<file path="src/rtl/mem_arbiter.sv">
// Two-port memory arbiter: instruction fetch (IF) and load/store (LS) share one
// synchronous single-port RAM. LS normally wins; IF is forced through after
// MAX_WAIT consecutive denials. Responses are routed using a registered owner.
module mem_arbiter #(
  parameter int unsigned ADDR_WIDTH = 12,
  parameter int unsigned DATA_WIDTH = 32,
  parameter int unsigned MAX_WAIT   = 4
) (
  input  logic                  clk,
  input  logic                  rst,
  input  logic                  if_req,
  input  logic [ADDR_WIDTH-1:0] if_addr,
  output logic                  if_gnt,
  output logic                  if_rvalid,
  output logic [DATA_WIDTH-1:0] if_rdata,
  input  logic                  ls_req,
  input  logic [3:0]            ls_we,
  input  logic [ADDR_WIDTH-1:0] ls_addr,
  input  logic [DATA_WIDTH-1:0] ls_wdata,
  output logic                  ls_gnt,
  output logic                  ls_rvalid,
  output logic [DATA_WIDTH-1:0] ls_rdata,
  output logic                  mem_en,
  output logic [3:0]            mem_we,
  output logic [ADDR_WIDTH-1:0] mem_addr,
  output logic [DATA_WIDTH-1:0] mem_din,
  input  logic [DATA_WIDTH-1:0] mem_dout,
  output logic [31:0]           if_stall_cnt
);

  localparam int unsigned WaitW = (MAX_WAIT < 1) ? 1 : $clog2(MAX_WAIT + 1);
  localparam logic [WaitW-1:0] WaitMax = WaitW'(MAX_WAIT);

  typedef enum logic [1:0] {OwnNone, OwnIf, OwnLsRd, OwnLsWr} owner_e;

  owner_e            owner_q, owner_d;
  logic [WaitW-1:0]  wait_q, wait_d;
  logic [31:0]       stall_q, stall_d;
  logic              force_if;
  logic              if_denied;

  // Arbitration: LS has priority unless IF has waited MAX_WAIT cycles.
  // Gating with rst keeps grants low while reset is held.
  always_comb begin
    force_if  = if_req && ls_req && (wait_q == WaitMax);
    ls_gnt    = rst && ls_req && !force_if;
    if_gnt    = rst && if_req && !ls_gnt;
    if_denied = if_req && !if_gnt;
  end

  // Memory port mux: drive the winner's request, all zero when idle.
  always_comb begin
    mem_en   = 1'b0;
    mem_we   = '0;
    mem_addr = '0;
    mem_din  = '0;
    if (ls_gnt) begin
      mem_en   = 1'b1;
      mem_we   = ls_we;
      mem_addr = ls_addr;
      mem_din  = ls_wdata;
    end else if (if_gnt) begin
      mem_en   = 1'b1;
      mem_addr = if_addr;
    end
  end

  // Next state: starvation counter, stall statistic and access owner.
  always_comb begin
    wait_d  = '0;
    stall_d = stall_q;
    owner_d = OwnNone;
    if (if_denied) begin
      wait_d = (wait_q == WaitMax) ? wait_q : wait_q + WaitW'(1);
      if (stall_q != 32'hFFFF_FFFF) begin
        stall_d = stall_q + 32'd1;
      end
    end
    if (ls_gnt) begin
      owner_d = (ls_we != 4'b0000) ? OwnLsWr : OwnLsRd;
    end else if (if_gnt) begin
      owner_d = OwnIf;
    end
  end

  // State registers; reset drops any in-flight response.
  always_ff @(posedge clk or negedge rst) begin
    if (!rst) begin
      wait_q  <= '0;
      stall_q <= '0;
      owner_q <= OwnNone;
    end else begin
      wait_q  <= wait_d;
      stall_q <= stall_d;
      owner_q <= owner_d;
    end
  end

  // Response routing from the registered owner; writes return nothing.
  always_comb begin
    if_rvalid    = (owner_q == OwnIf);
    ls_rvalid    = (owner_q == OwnLsRd);
    if_rdata     = if_rvalid ? mem_dout : '0;
    ls_rdata     = ls_rvalid ? mem_dout : '0;
    if_stall_cnt = stall_q;
  end

endmodule

</file>
<file path="config.mk">
export PLATFORM = sky130hd
export DESIGN_NAME = mem_arbiter
export DESIGN_NICKNAME = d
export VERILOG_FILES = /design/src/rtl/mem_arbiter.sv
export SDC_FILE = /design/constraint.sdc
export NUM_CORES = 1
export LEC_CHECK = 0
export BUFFER_PORTS_ARGS = -buffer_cell sky130_fd_sc_hd__buf_2
export CORE_AREA = 2 2 94 96
export CTS_CLUSTER_SIZE = 24
export DETAILED_ROUTE_END_ITERATION = 16
export DIE_AREA = 0 0 96 98
export PLACE_DENSITY = 0.81
export SYNTH_ARGS = -nofsm -noshare
export SYNTH_HDL_FRONTEND = slang
export SYNTH_SLANG_ARGS = --single-unit
</file>
<file path="constraint.sdc">
create_clock -name clk -period 5.9 [get_ports clk]
set_clock_uncertainty 0.1 [all_clocks]
set_input_delay 0.295 -clock clk [delete_from_list [all_inputs] [get_ports clk]]
set_output_delay 0.295 -clock clk [all_outputs]
set_load 0.1 [all_outputs]
</file>
# After elaboration in Yosys (flattened, before gate mapping)
# Cells that the tools add are included.
# totals
wordCells	35
output_inout_bits	149
ff_bits	37
inputBits	96
# op_classes
reduce_logical	12
eq_ne	5
mux	13
n_addsub	2
# ops
operator	n
$mux W32	3
$add A32 B1 Y32 const B	1
$ne A32 B32 Y1 const B	1
$mux W12	2
$logic_and A1 B1 Y1	7
$mux W3	2
$mux W1	4
$mux W4	1
$reduce_bool A4 Y1	1
$add A3 B1 Y3 const B	1
$eq A3 B3 Y1 const B	1
$logic_not A1 Y1	3
$eq A2 B1 Y1 const B	1
$eq A2 B2 Y1 const B	1
$mux W2	1
$ne A2 B2 Y1 const B	1
$reduce_and A2 Y1	1

# Logic depth before layout (Yosys ltp)
# depth
ltp_word	9
ltp_mapped	8
mapped_depth_nobuf	7

# Worst setup path after synthesis
# No wires, ideal clock.
# synth_path
path_type	register to output
start	register wait_q[0]
end	output mem_addr[10]
slack_ps	2533
path_stages_with_launch	8
required_ps	5505
n_path_buf	1
arrival_ps	2972
cell_sequence	dfrtp_1 > inv_1 > ha_1 > nand2_1 > nand2_1 > and3_1 > buf_1 > a22o_1
# synth_between
elab_chain_cells	8
# synth_lines
item	line_no	rtl
start, declared	37	logic [WaitW-1:0] wait_q, wait_d;
start signal, assigned	93	wait_q <= wait_d;
$eq A3 B3 Y1	45	force_if = if_req && ls_req && (wait_q == WaitMax);
$logic_and A1 B1 Y1	45	
$logic_not A1 Y1	46	ls_gnt = rst && ls_req && !force_if;
$logic_and A1 B1 Y1	46	
$logic_not A1 Y1	47	if_gnt = rst && if_req && !ls_gnt;
$logic_and A1 B1 Y1	47	
named net if_gnt	13	output logic if_gnt,
$mux W12	62	end else if (if_gnt) begin
$mux W12	57	if (ls_gnt) begin
end, declared	25	output logic [ADDR_WIDTH-1:0] mem_addr,
# The timed path passes the listed nets, and every way through them passes these cells.

# Worst setup path after layout
# layout_path
start	input rst
end	output mem_din[29]
# layout_between
elab_chain_cells	3
# layout_lines
item	line_no	rtl
start, declared	10	input logic rst,
$logic_and A1 B1 Y1 (2 in a row)	46	
$mux W32	57	
end, declared	26	output logic [DATA_WIDTH-1:0] mem_din,
# No other way between the ends.

==> out/results.env <==
DIE-AREA_MM2=0.009408
WORSTSETUPENDPOINTTYPE='output pin'
LARGEST_BUFFER_COUNT_ON_ANY_CLOCK_PATH=2
POST-CTS-SETUP-BUFFER-COUNT=0
SETUP_VIOLATIONS=0
CLOCK_SINKS=37
MAX-VDD-IR-DROP_uV=346.9
POWER.COMBINATIONAL.FRACTION_PCT=55.7
VIAS=3105
ROWS=34
CHIPWIDTH_UM=96
POWER_SWITCHING_SHARE_PCT=57.27
NETLIST_TOP_CELLS_COUNT='100 x sky130_fd_sc_hd__and2_1, 37 x sky130_fd_sc_hd__dfrtp_1, 21 x sky130_fd_sc_hd__nor2_1, 19 x sky130_fd_sc_hd__nand2_1, 18 x sky130_fd_sc_hd__xor2_1'
GR-TOTAL-OVERFLOW=0
SYNTH-MAIN-FF-CELL='sky130_fd_sc_hd__dfrtp_1'
INITIAL_CORE_UTIL_PCT=30.65
P_SW_mW=0.7248
GP_ROUTABILITY_CONGESTION=0.8904
CTS.REPAIR.RESIZED=0
UNREPAIRED_SETUP_ENDPOINTS_AFTER_GLOBAL_ROUTING='false'
WIRE_LENGTH_OF_THE_FIRST_GLOBAL_ROUTING_PASS_MM=15.74
PORT_BUFFERS=244
MEAN_ROUTED_WIRELENGTH_PER_CELL_UM=16.91
CLK-INSERTION-DELAY-LATE_NS=0.29
POST-SYNTH-TOP-AREA-FRACTION_PCT=35.68
YS_TYPES=32
SYNTHDOMINANTAREACELLTYPE='sky130_fd_sc_hd__dfrtp_1'
REPORT.FINAL.SLEW_VIOL_COUNT=0
HOLD_VIOLATIONS=0
DETAILEDPLACEMENTHPWL_MM=9.491
AREA.GROWTH.SYNTH_TO_FINAL_PCT=56.70
CLK_PIN_SLEW_NS=0.07
POWER.INTERNAL_mW=0.5407
CLKPWRFRAC_PCT=17.9
CRITICAL-PATH-MAX-STAGE-DELAY_NS=0.90
NUM_IO_PINS=245
SHARE_SEQ_OF_TOTAL_POWER_PCT=26.4
CELLPOWERDENSITY_mW_PER_MM2=311.2
POST_ROUTE_CELLS_DRIVE_ABOVE_1_SHARE_PCT=48.16
DRT_ITER0_DRC=121
FMAX_MHz=305.0
HOLD_PATH_CLASS='in -> async'
SYNTH_WARNINGS=0
STATUS='complete, no violations'
WIRELENGTH_MM=11.18
FINAL_WORST_SETUP_SLACK_NS=2.621
DRC=0
POST_SYNTH_MAIN_AREA_CONTRIBUTORS='sky130_fd_sc_hd__dfrtp_1 36%, sky130_fd_sc_hd__and2_1 24%, sky130_fd_sc_hd__xor2_1 6.1%, sky130_fd_sc_hd__xnor2_1 4.7%, sky130_fd_sc_hd__a22o_1 4.1%'
CRIT_TOP_CELL='sky130_fd_sc_hd__buf_2'
HTREE_LEVELS=2
SYNTH.MOST_COMMON_CELL='sky130_fd_sc_hd__and2_1'
GRT_PASS1_VIAS=2832
ROUTE.ANTENNA.REMAINING_NETS=0
FP.DIEH_UM=98
SYN-CELL-AREA_MM2=0.002595
CTS_MADE_BUFFERS=5
GRT_ANTENNA_BEFORE_REPAIR=17
PLACEMENT.SETUP.WORST_SLACK_NS=2.605
NUMBER_OF_NETS_PRODUCED_BY_SYNTHESIS=403
R2R_START='wait_q[0]$_DFFE_PN0P_'
YS_SEQ_AREA_SHARE_PCT=35.68
PATH_CLASS='in -> out'
SYN-INSTANCE-COUNT=304
TIMING_WORST_SLEW_PIN_VALUE_NS=1.078
VIA_PER_INST=4.697
WORSTSETUPSTARTPOINTTYPE='input pin'
MIN_PERIOD_OVER_PERIOD_PCT=55.58
POSTSYNTH.ASYNCRESETSHARE_PCT=100.0
DRT_PASS1_ITERATIONS=4
CRITICAL_PATH.MAX_FANOUT=51
SLOWEST_STAGE='sky130_fd_sc_hd__a31oi_4'
CTSROOTBUFFERMASTER='sky130_fd_sc_hd__clkbuf_8'
FP.COREAREA_MM2=0.008466
TIMING.FINAL.CRIT_PERIOD_NS=3.279
LEAK_nW=2.337
SYNTH_ENABLE_FLOP_CELLS=0
SYNTH_SEQ_CELLS=37
GRT_MAX_DEGREE=52
TIMING.CRITICAL_PATH.REQUIRED_NS=5.51
FINAL_NET_COUNT=642
SETUP_TOTAL_NEGATIVE_SLACK_NS=0
TIMING.SLEW.HEADROOM_PCT=28.12
DRV_CAP=0
TRITONCTS='yes'
POSTCTSHOLDBUFS=0
CRIT_START='rst'
ARRIVAL_NS=2.88
SYN_AREA_PER_CELL_UM2=8.536
PATH_CELLS='buf_2, nand2_1, a31oi_4, and2_1, buf_2'
GLOBALROUTETOTALUTIL_PCT=22.58
kinds of logic (layout without fill, tap and decap cells):
kind of cell | Yosys count | in the layout | synth area share [%]
and+or+nand+nor | 191 | 191 | 42.77
DFF | 37 | 37 | 35.68
xor gates and xnor gates | 32 | 32 | 10.80
buffers and inverters | 21 | 261 | 3.086
AOI/OAI and AO/OA | 20 | 20 | 6.220
adders and majority gates | 3 | 3 | 1.447
other | 0 | 9 | 0
power by group through the flow:
stage | clock (mW) | combinational (mW) | sequential [mW]
finish | 0.226 | 0.705 | 0.334
global route | 0.243 | 0.732 | 0.342
CTS | 0.229 | 0.708 | 0.334
detailed placement | 0 | 0.707 | 0.338
global placement | 0 | 0.701 | 0.335
floorplan | 0 | 0.362 | 0.549
cells in the final DEF, fill, tap and decap left out, drive strengths merged, types with 4 or more instances in the layout:
cell type  Yosys  final
clkbuf        12      7
nor2          21     21
dfrtp         37     37
nand2         19     19
a22o          12     12
nand3         10     10
xnor2         14     14
nor3          11     11
diode          0      9
buf            2    246
xor2          18     18
inv            7      7
and2         100    100
nor4           4      4
nand4         15     15
final timing paths:
| check | to | slack (ns) | cells past startpoint |
|---|---|---|---|
| min in group clk | owner_q[0]$_DFF_PN0_ | 0.38 | 3 |
| worst max-delay path | mem_din[29] | 2.62 | 5 |
| max in group asynchronous | if_stall_cnt[15]$_DFFE_PN0P_ | 5.13 | 1 |
| worst min-delay path | if_stall_cnt[0]$_DFFE_PN0P_ | 0.01 | 1 |
| worst max register to register | if_stall_cnt[14]$_DFFE_PN0P_ | 3.35 | 7 |
| worst min register to register | if_stall_cnt[7]$_DFFE_PN0P_ | 0.41 | 1 |
registers in the layout (all words and copies together), names as in the netlist:
name and flops:
if_stall_cnt 32, wait_q 3, owner_q 2
layout make-up:
cell class | instances | area (um2)
antenna | 9 | 22.52
clock buffer | 7 | 86.33
clock inverter | 1 | 30.03
fill | 857 | 4399
inverter | 7 | 26.28
multi-input combinational | 246 | 1604
sequential | 37 | 925.9
tap | 108 | 135.1
timing repair buffer | 246 | 1236
critical path, delay by kind of cell:
family	cells	cell delay, ns
compound gates	1	0.90
buf+inv	2	1.11
simple gates	2	0.53
per-layer routing:
| metal | up-vias | GRT usage [%] | routed length (um) | part of all wire (%) |
|---|---|---|---|---|
| met1 | 1410 | 29.86 | 4777 | 43 |
| met4 | 16 | 1.648 | 29 | 0.26 |
| li1 | 1506 | - | - | - |
| met3 | 18 | 15.35 | 1683 | 15 |
| met2 | 155 | 31.89 | 4593 | 41 |
| met5 | - | 0 | 91 | 0.81 |
through the flow:
stage / std cells / cell area [um2] / hold slack [ns] / total power [mW] / util (%)
2_1_floorplan: 304 / 2595 / -0.1006 / 0.9111 / -
3_3_place_gp: 644 / 3928 / 0.3394 / 1.036 / 46.39
3_5_place_dp: 644 / 3928 / 0.3613 / 1.045 / 46.39
4_1_cts: 652 / 4044 / 0.04667 / 1.271 / 47.77
5_1_grt: 653 / 4046 / 0.09913 / 1.316 / 47.80
6_report: 661 / 4066 / 0.01168 / 1.266 / 48.03
Power figures use the tool's default switching activity.
